File: config.mk
export PLATFORM = sky130hd
export DESIGN_NAME = exec_window_ctrl
export DESIGN_NICKNAME = d
export VERILOG_FILES = /design/src/rtl/exec_mon_pkg.sv /design/src/rtl/exec_rr_arbiter.sv /design/src/rtl/exec_window_ctrl.sv
export SDC_FILE = /design/constraint.sdc
export NUM_CORES = 1
export LEC_CHECK = 0
export BUFFER_PORTS_ARGS = -buffer_cell sky130_fd_sc_hd__buf_4
export CAP_MARGIN = 10
export CELL_PAD_IN_SITES_DETAIL_PLACEMENT = 0
export CELL_PAD_IN_SITES_GLOBAL_PLACEMENT = 2
export CORE_MARGIN = 1.5
export CORE_UTILIZATION = 39
export DETAILED_ROUTE_END_ITERATION = 8
export GPL_ROUTABILITY_DRIVEN = 0
export PLACE_DENSITY_LB_ADDON = 0.1
export SLEW_MARGIN = 10
export SYNTH_ARGS = -nofsm -noshare
export SYNTH_HDL_FRONTEND = slang
export SYNTH_HIERARCHICAL = 1
export SYNTH_SLANG_ARGS = --single-unit
File: constraint.sdc
create_clock -name in_clk -period 6.3 [get_ports in_clk]
set_clock_uncertainty 0.2 [all_clocks]
set_input_delay 1.575 -clock in_clk [delete_from_list [all_inputs] [get_ports in_clk]]
set_output_delay 1.575 -clock in_clk [all_outputs]
set_load 0.05 [all_outputs]
File: src/rtl/exec_mon_pkg.sv
// Shared definitions for the execution-window monitor: result flags, FSM states
// and the default counter width.
package exec_mon_pkg;

   localparam int unsigned CNT_W_DEF = 32;

   localparam logic [1:0] FLAG_OK      = 2'b00;
   localparam logic [1:0] FLAG_SHORT   = 2'b01;
   localparam logic [1:0] FLAG_LONG    = 2'b10;
   localparam logic [1:0] FLAG_TIMEOUT = 2'b11;

   typedef enum logic [1:0] {
      IDLE   = 2'd0,
      RUN    = 2'd1,
      REPORT = 2'd2
   } state_e;

endpackage

File: src/rtl/exec_rr_arbiter.sv
// Combinational round-robin picker: first set request searching upward from
// ptr+1 with wrap-around. The pointer register is owned by the parent.
module exec_rr_arbiter #(
   parameter int unsigned NUM_REQ = 4,
   parameter int unsigned ID_W    = $clog2(NUM_REQ)
) (
   input  logic [NUM_REQ-1:0] req,
   input  logic [ID_W-1:0]    ptr,
   output logic [NUM_REQ-1:0] win_onehot,
   output logic [ID_W-1:0]    win_id,
   output logic               any
);

   always_comb begin
      int unsigned idx;
      win_onehot = '0;
      win_id     = '0;
      any        = 1'b0;
      idx        = 0;
      for (int unsigned i = 1; i <= NUM_REQ; i++) begin
         idx = (32'(ptr) + i) % NUM_REQ;
         if (!any && req[ID_W'(idx)]) begin
            any                     = 1'b1;
            win_id                  = ID_W'(idx);
            win_onehot[ID_W'(idx)]  = 1'b1;
         end
      end
   end

endmodule

File: src/rtl/exec_window_ctrl.sv
// Shares one cycle-measurement engine between requesters: measures grant-to-done
// cycles, classifies against latched bounds/timeout and reports via valid/ready.
module exec_window_ctrl
   import exec_mon_pkg::*;
#(
   parameter int unsigned NUM_REQ = 4,
   parameter int unsigned ID_W    = $clog2(NUM_REQ),
   parameter int unsigned CNT_W   = CNT_W_DEF
) (
   input  logic               in_clk,
   input  logic               in_reset_n,
   input  logic [NUM_REQ-1:0] in_req,
   input  logic [NUM_REQ-1:0] in_done,
   input  logic [CNT_W-1:0]   in_lo_bound,
   input  logic [CNT_W-1:0]   in_hi_bound,
   input  logic [CNT_W-1:0]   in_timeout,
   output logic [NUM_REQ-1:0] out_gnt,
   output logic               out_busy,
   output logic               out_res_valid,
   input  logic               in_res_ready,
   output logic [ID_W-1:0]    out_res_id,
   output logic [CNT_W-1:0]   out_res_cycles,
   output logic [1:0]         out_res_flag
);

   state_e               state;
   logic [ID_W-1:0]      ptr;
   logic [ID_W-1:0]      id;
   logic [NUM_REQ-1:0]   gnt_sel;
   logic [CNT_W-1:0]     cnt;
   logic [CNT_W-1:0]     lo;
   logic [CNT_W-1:0]     hi;
   logic [CNT_W-1:0]     tmo;

   logic [NUM_REQ-1:0]   arb_onehot;
   logic [ID_W-1:0]      arb_id;
   logic                 arb_any;
   logic                 req_hit;
   logic                 done_hit;
   logic                 tmo_hit;
   logic [1:0]           cls;

   exec_rr_arbiter #(
      .NUM_REQ (NUM_REQ),
      .ID_W    (ID_W)
   ) u_arb (
      .req        (in_req),
      .ptr        (ptr),
      .win_onehot (arb_onehot),
      .win_id     (arb_id),
      .any        (arb_any)
   );

   assign out_gnt  = (state == RUN) ? gnt_sel : '0;
   assign out_busy = (state != IDLE);
   assign req_hit  = |(in_req & gnt_sel);
   assign done_hit = |(in_done & gnt_sel);
   assign tmo_hit  = (tmo != '0) && (cnt == tmo);

   always_comb begin
      if (cnt > hi)
         cls = FLAG_LONG;
      else if (cnt < lo)
         cls = FLAG_SHORT;
      else
         cls = FLAG_OK;
   end

   always_ff @(posedge in_clk or negedge in_reset_n) begin
      if (!in_reset_n) begin
         state          <= IDLE;
         ptr            <= ID_W'(NUM_REQ - 1);
         id             <= '0;
         gnt_sel        <= '0;
         cnt            <= '0;
         lo             <= '0;
         hi             <= '0;
         tmo            <= '0;
         out_res_valid  <= 1'b0;
         out_res_id     <= '0;
         out_res_cycles <= '0;
         out_res_flag   <= FLAG_OK;
      end else begin
         case (state)
            IDLE: begin
               if (arb_any) begin
                  id      <= arb_id;
                  gnt_sel <= arb_onehot;
                  lo      <= in_lo_bound;
                  hi      <= in_hi_bound;
                  tmo     <= in_timeout;
                  cnt     <= '0;
                  state   <= RUN;
               end
            end
            RUN: begin
               // A dropped request aborts even if done arrives in the same cycle
               if (!req_hit) begin
                  ptr   <= id;
                  state <= IDLE;
               end else if (done_hit) begin
                  out_res_id     <= id;
                  out_res_cycles <= cnt;
                  out_res_flag   <= cls;
                  out_res_valid  <= 1'b1;
                  state          <= REPORT;
               end else if (tmo_hit) begin
                  out_res_id     <= id;
                  out_res_cycles <= tmo;
                  out_res_flag   <= FLAG_TIMEOUT;
                  out_res_valid  <= 1'b1;
                  state          <= REPORT;
               end else if (cnt != '1) begin
                  cnt <= cnt + CNT_W'(1);
               end
            end
            REPORT: begin
               if (in_res_ready) begin
                  out_res_valid <= 1'b0;
                  ptr           <= id;
                  state         <= IDLE;
               end
            end
            default: state <= IDLE;
         endcase
      end
   end

endmodule

==> summary.txt, run 1 <==
Status
  • Result of the run: completed

Pwr
  • Proportion of power drawn by flip-flops and latches: between 30% and 40%
  • Power Density: 473 mW/mm2
  • Net Sw Power: roughly 2.6 mW
  • Largest voltage drop on the vdd net: between 200 and 300 uV
  • Clk pwr share: 19.5%
  • Comb pwr share: between 40 and 50%
  • Internal Power: about 3.1 mW
  • Switching share of power: between 40% and 50%
  • Leakage Power: ~5.7 nW

Drt
  • Post-detailed-route count of antenna-violating nets: 0
  • Detailed router's first-iteration violation count: between 500 and 600
  • Via density per instance: 5.36
  • DRC violation count after routing: 0
  • Aggregate routed wire length: ~28,000 um
  • Via count: around 8,000
  • Wire length per cell: around 19 um
  • Number of detailed-route iterations in the first pass: 5

Clock tree
  • Gates resized, CTS repair: 0
  • H-tree lvl count: 4
  • Clock-pin slew on the worst setup and hold paths: 0.07 ns
  • Clk buf depth: 2
  • CTS root buf: clkbuf_16
  • Number of CTS-inserted buffers: 17
  • Clock tree from TritonCTS: yes
  • Number of sinks driven by the clock tree: 175
  • CTS hold repair buffers: 0
  • Post-CTS Repair Setup Buffers: 0
  • Clock latency at the later pin of the worst-skew pair: between 0.4 and 0.5 ns

Min path
  • Type of the tightest min-delay check: reg2reg

Die
  • Area inside the core boundary: ~0.025 mm2
  • Initial core utilization: 40.0%
  • Number of I/O pins: between 100 and 150
  • Die height: between 150 and 200 um
  • Die area: around 0.027 mm2
  • Horizontal die dimension: 164 um
  • # rows: a little under 60

Placement
  • Placed wire-length estimate: slightly above 20,000 um
  • Number of placed instances, taps included: between 1,000 and 1,500
  • IO Port Bufs: ~150

Finish
  • Count of nets after finishing: between 1,000 and 1,500
  • Combined flip-flop and latch cell area: ~0.0044 mm2
  • Synth-to-layout area growth: 18.4%
  • Final Instance Count excl. Fillers: 1,500
  • Number of filler instances in the final layout: 2,509
  • Number of diodes: 0
  • Proportion of layout cells with a drive suffix above 1: between 20 and 25%
  • Multi-input gate area: just over 0.005 mm2
  • Post-route core utilization: 47.4%

Critical path
  • Required time of the critical path: approximately 4.5 ns
  • Cells traversed along the worst timing path: nor2b_1 > and2_1 > buf_4
  • Max FO, Critical Path: 11
  • Path type of the worst setup path: reg2out
  • Worst-path cell with the longest stage delay: nor2b_1
  • Kind of launch point of the worst setup path: flip-flop
  • Worst endpoint data arrival time: 2.37 ns
  • Worst setup EP type: primary output
  • Max stage delay on crit path: about 0.9 ns

Logic synthesis
  • Main flop type after synthesis: dfrtp_1
  • Synth top area share: 42.6%
  • Post-synthesis net count: between 1,000 and 1,500
  • Number of storage elements in the synthesis netlist: between 150 and 200
  • Synthesized instance count: 1,048
  • Sequential area share after synthesis: around 43%
  • Total of warnings raised by yosys: 6
  • Count of flip-flops with a built-in enable after synthesis: 0
  • Synth area leader: dfrtp_1
  • Synth top cells by count: dfrtp_1, nand2_1, o21ai_0, inv_1, ha_1
  • Cell with the most instances after synthesis: dfrtp_1
  • Distinct cell type count of the synthesized netlist: 63
  • Post-synth design cell area: around 0.010 mm2
  • Synth area leaders: dfrtp_1, ha_1, o21ai_0, nand2_1, mux2_2
  • Mean cell area of the mapped netlist: 9.70 um2
  • Proportion of synthesized flip-flops having asynchronous set or reset: 100%

Run
  • Maximum capacitance violations: 0

Global routing
  • Via count of the first global-routing pass: approximately 8,000
  • Initial antenna violation count: 0
  • Pin count of the biggest net entering global routing: 100
  • Overflow left after global routing: 0
  • Global-route wire length before repair: roughly 44,000 um
  • Gr usage total: about a fifth

STA
  • Tightest slew margin relative to the limit: 24.8%
  • Fmax: approximately 0.24 GHz
  • Pins Over Slew Limit: 0
  • Worst Tran Pin Value: 1.12 ns
  • Final period util: between 60% and 70%
  • Worst Hold Slack: approximately 0.29 ns
  • Total Negative Setup Slacks: 0 ns
  • Number of setup violations in the final report: 0
  • Final Hold Fails: 0
  • Unrepaired setup endpoints after global routing: no
  • Crit path time final: between 4 and 5 ns
==> power groups by stage <==
stage	logic (mW)	clock network (mW)	registers, mW
floorplan	1.74	0	2.12
global placement	2.67	0	1.94
detailed placement	2.69	0	1.94
CTS	2.71	1.14	1.92
global route	2.98	1.18	1.98
finish	2.67	1.11	1.92
==> final timing paths <==
kind	startpoint	end	slack, ns	cells past startpoint
worst max-delay path	state[0]	out_gnt[2]	2.16	3
worst min-delay path	out_res_cycles[11]	out_res_cycles[11]	0.29	2
worst max register to register	cnt[24]	cnt[18]	2.73	8
worst min register to register	out_res_cycles[11]	out_res_cycles[11]	0.29	2
max in group asynchronous	in_reset_n	tmo[26]	3.63	2
min in group asynchronous	in_reset_n	out_res_cycles[23]	1.01	1
==> area by class of cell <==
type	instances	area share (%)
Multi-Input combinational cell	729	42.9
Sequential cell	175	36.4
Timing Repair Buffer	154	9.64
Clock buffer	17	3.54
Tap cell	330	3.43
Inverter	80	2.50
Clock inverter	15	1.57
==> worst max-delay path, delay by kind of cell, from the launching register on <==
family        cells  cell delay, ns
flops             1            0.57
simple gates      2            1.17
buf+inv           1            0.20
==> layer usage <==
metal | routed length, um | vias to the layer above | global-route usage [%]
met1 | 13000 | 3898 | 28.9
li1 | - | 3952 | -
met4 | 308 | 0 | 4.42
met5 | 0 | - | 0
met2 | 13600 | 165 | 35.8
met3 | 1160 | 18 | 3.62
==> sequential cells by signal, summed over array words and instances (netlist names), 4 cells and up <==
signal	flops
cnt	32
hi	32
lo	32
out_res_cycles	32
tmo	32
gnt_sel	4
==> per-stage QoR <==
stage	setup WS, ns	total power [mW]	cell area, um2
floorplan	2.85	3.86	10200
global placement	1.96	4.61	11400
detailed placement	1.95	4.64	11400
CTS	2.16	5.77	12000
global route	2.09	6.14	12000
finish	2.16	5.70	12000
==> placed cells by master, fill, tap and decap left out, drive strengths merged, types with 24 or more instances in the layout <==
master / n
dfrtp: 173
buf: 154
nand2: 131
o21ai: 122
inv: 90
ha: 72
o31ai: 45
mux2: 43
mux2i: 35
xnor2: 32
a21oi: 32
nor2: 28
nand4: 27
nand3: 24
==> logic make-up (layout without fill, tap and decap cells) <==
kind of cell	Yosys count	in the layout	synth area share [%]
AO/OA/AOI/OAI	269	269	16.9
XOR/XNOR	32	32	2.76
adder cells (fa/ha/maj)	72	72	8.86
buffers and inverters	144	266	6.30
flip-flops	175	175	43.1
multiplexers	80	80	8.65
AND/OR/NAND/NOR	276	276	13.4
No activity file was read; power rests on OpenSTA's default activity.
==> inputs of run 2 (changes only) <==
- CORE_UTILIZATION: 39 -> 33
- clock period: 6.3 -> 3.4 ns (I/O delays scaled with it)
==> run 2 against run 1 <==
Effect of this change: global-route usage is 1.9 points lower; via count is 1.9% higher; largest cell class unchanged; sequential power is 82% higher; die area is 18% higher; hold slack worse by 0.14 ns; core utilization is 6.4 points lower; sequential cell count stayed put.
==> summary.txt, run 2 (same netlist as run 1, synthesis figures left out) <==
STA
  • Number of setup violations in the final report: 0 (unchanged)
  • Fmax: 0.335 GHz
  • Final period util: between 80 and 90%
  • Tightest slew margin relative to the limit: 54.1% (was 24.8%)
  • Crit path time final: around 3.0 ns
  • Minimum setup slack in the final design: 0.418 ns (was 2.16 ns)
  • Unrepaired setup endpoints after global routing: no (unchanged)
  • Worst Tran Pin Value: 0.689 ns (was 1.12 ns)
  • Final Hold Fails: 0 (unchanged)
  • Pins Over Slew Limit: 0 (unchanged)
  • Total Negative Setup Slacks: 0 ns (unchanged)
  • Worst Hold Slack: 0.145 ns (was 0.287 ns)

Finish
  • Most used cells in the layout excluding fill and tap cells: buf_4, dfrtp_1, nand2_1 (was dfrtp_1, buf_4, nand2_1)
  • Synth-to-layout area growth: 22.5% (was 18.4%)
  • Number of diodes: 0 (unchanged)
  • Final Instance Count excl. Fillers: 1,608 (was 1,500)
  • Most common cell after layout, fill and taps aside: buf_4 (was dfrtp_1)
  • Area of all placed cells without fillers: 0.0125 mm2 (was 0.0120 mm2)
  • Post-route core utilization: 40.9% (was 47.4%)
  • Count of nets after finishing: 1,378 (was 1,336)
  • Proportion of layout cells with a drive suffix above 1: 24.8% (was 22.1%)

Drt
  • DRC violation count after routing: 0 (unchanged)
  • Via density per instance: 5.09 (was 5.36)
  • Wire length per cell: 18.6 um (was 18.7 um)
  • Post-detailed-route count of antenna-violating nets: 0 (unchanged)
  • Number of detailed-route iterations in the first pass: 5 (unchanged)
  • Detailed router's first-iteration violation count: 372 (was 589)
  • Via count: 8,186 (was 8,033)
  • Aggregate routed wire length: 30,000 um (was 28,100 um)

Die
  • Initial core utilization: 33.4% (was 40.0%)
  • Area inside the core boundary: 0.0304 mm2 (was 0.0254 mm2)
  • # rows: 64 (was 58)
  • Die area: 0.0319 mm2 (was 0.0270 mm2)
  • Horizontal die dimension: 179 um (was 164 um)
  • Number of I/O pins: 149 (unchanged)
  • Die height: 179 um (was 164 um)

Placement
  • Instance area at placement: 0.0119 mm2 (was 0.0114 mm2)
  • Placed wire-length estimate: 22,900 um (was 20,500 um)
  • IO Port Bufs: 148 (unchanged)
  • Pre-CTS setup slack: 0.371 ns (was 1.95 ns)
  • Number of placed instances, taps included: 1,576 (was 1,468)

Clock tree
  • CTS root buf: clkbuf_16 (unchanged)
  • Clock tree from TritonCTS: yes (unchanged)
  • Post-CTS Repair Setup Buffers: 0 (unchanged)
  • Clock latency at the later pin of the worst-skew pair: 0.43 ns (about the same)
  • Clk buf depth: 2 (unchanged)
  • Clock-pin slew on the worst setup and hold paths: 0.08 ns (was 0.07 ns)
  • H-tree lvl count: 4 (unchanged)
  • Gates resized, CTS repair: 0 (unchanged)
  • Number of CTS-inserted buffers: 17 (unchanged)
  • CTS hold repair buffers: 0 (unchanged)
  • Number of sinks driven by the clock tree: 175 (unchanged)

Critical path
  • Worst setup EP type: flip-flop (was primary output)
  • Startpoint of the worst setup timing path: cnt[0] (was state[0])
  • Path type of the worst setup path: reg2reg (was reg2out)
  • Max FO, Critical Path: 11 (unchanged)
  • Worst endpoint data arrival time: 3.09 ns (was 2.37 ns)
  • Kind of launch point of the worst setup path: flip-flop (unchanged)
  • Required time of the critical path: 3.51 ns (was 4.53 ns)
  • Launching point of the worst reg2reg path: cnt[0] (was cnt[24])

Min path
  • Type of the tightest min-delay check: in2async (was reg2reg)

Global routing
  • Initial antenna violation count: 0 (unchanged)
  • Gr usage total: 19.4% (was 21.3%)
  • Global-route wire length before repair: 46,900 um (was 44,100 um)
  • Via count of the first global-routing pass: 8,175 (was 7,790)
  • Pin count of the biggest net entering global routing: 106 (was 100)
  • Overflow left after global routing: 0 (unchanged)

Status
  • Result of the run: completed (unchanged)

Pwr
  • Power Density: 859 mW/mm2 (was 473 mW/mm2)
  • Leakage Power: 5.95 nW (was 5.72 nW)
  • Largest voltage drop on the vdd net: 447 uV (was 278 uV)
  • Overall power of the completed layout: 10.7 mW (was 5.70 mW)

Run
  • Maximum capacitance violations: 0 (unchanged)
[run 2: final timing paths]
path / slack [ns] / depth (start not counted) / endpoint
setup reg to reg: 0.42 / 8 / cnt[1]
hold / removal: 0.15 / 1 / out_res_cycles[27]
hold reg to reg: 0.28 / 2 / out_res_cycles[28]
max in group asynchronous: 2.11 / 2 / cnt[1]
setup / recovery: 0.42 / 8 / cnt[1]
min in group in_clk: 0.28 / 2 / out_res_cycles[28]
[run 2: cell type report]
class	instances	area (um2)
Clock inverter	15	174
Fill cell	3137	18000
Inverter	80	300
Sequential cell	175	4380
Tap cell	396	495
Clock buffer	17	425
Multi-Input combinational cell	729	5160
Timing Repair Buffer	196	1530
[run 2: power by group]
part | switching (mW) | total, mW | internal, mW
clock network | 0.966 | 2.02 | 1.05
registers | 0.586 | 3.49 | 2.91
logic | 3.23 | 5.19 | 1.96
total | 4.78 | 10.7 | 5.92
[run 2: critical path: stages, from the launching register on]
cell and delay [ns]:
dfrtp_1 0.57, ha_1 0.28, nand3_1 0.20, nor3_1 0.43, and4_1 0.28, and4_4 0.35
buf_4 0.23, or2_2 0.20, o21ai_0 0.10
[run 2: routing by layer]
layer	vias to the layer above	wire length [um]	track usage, %
li1	4047	-	-
met1	3962	13500	25.2
met2	155	15100	33.9
met3	22	965	2.71
met4	0	378	4.51
met5	-	0	0
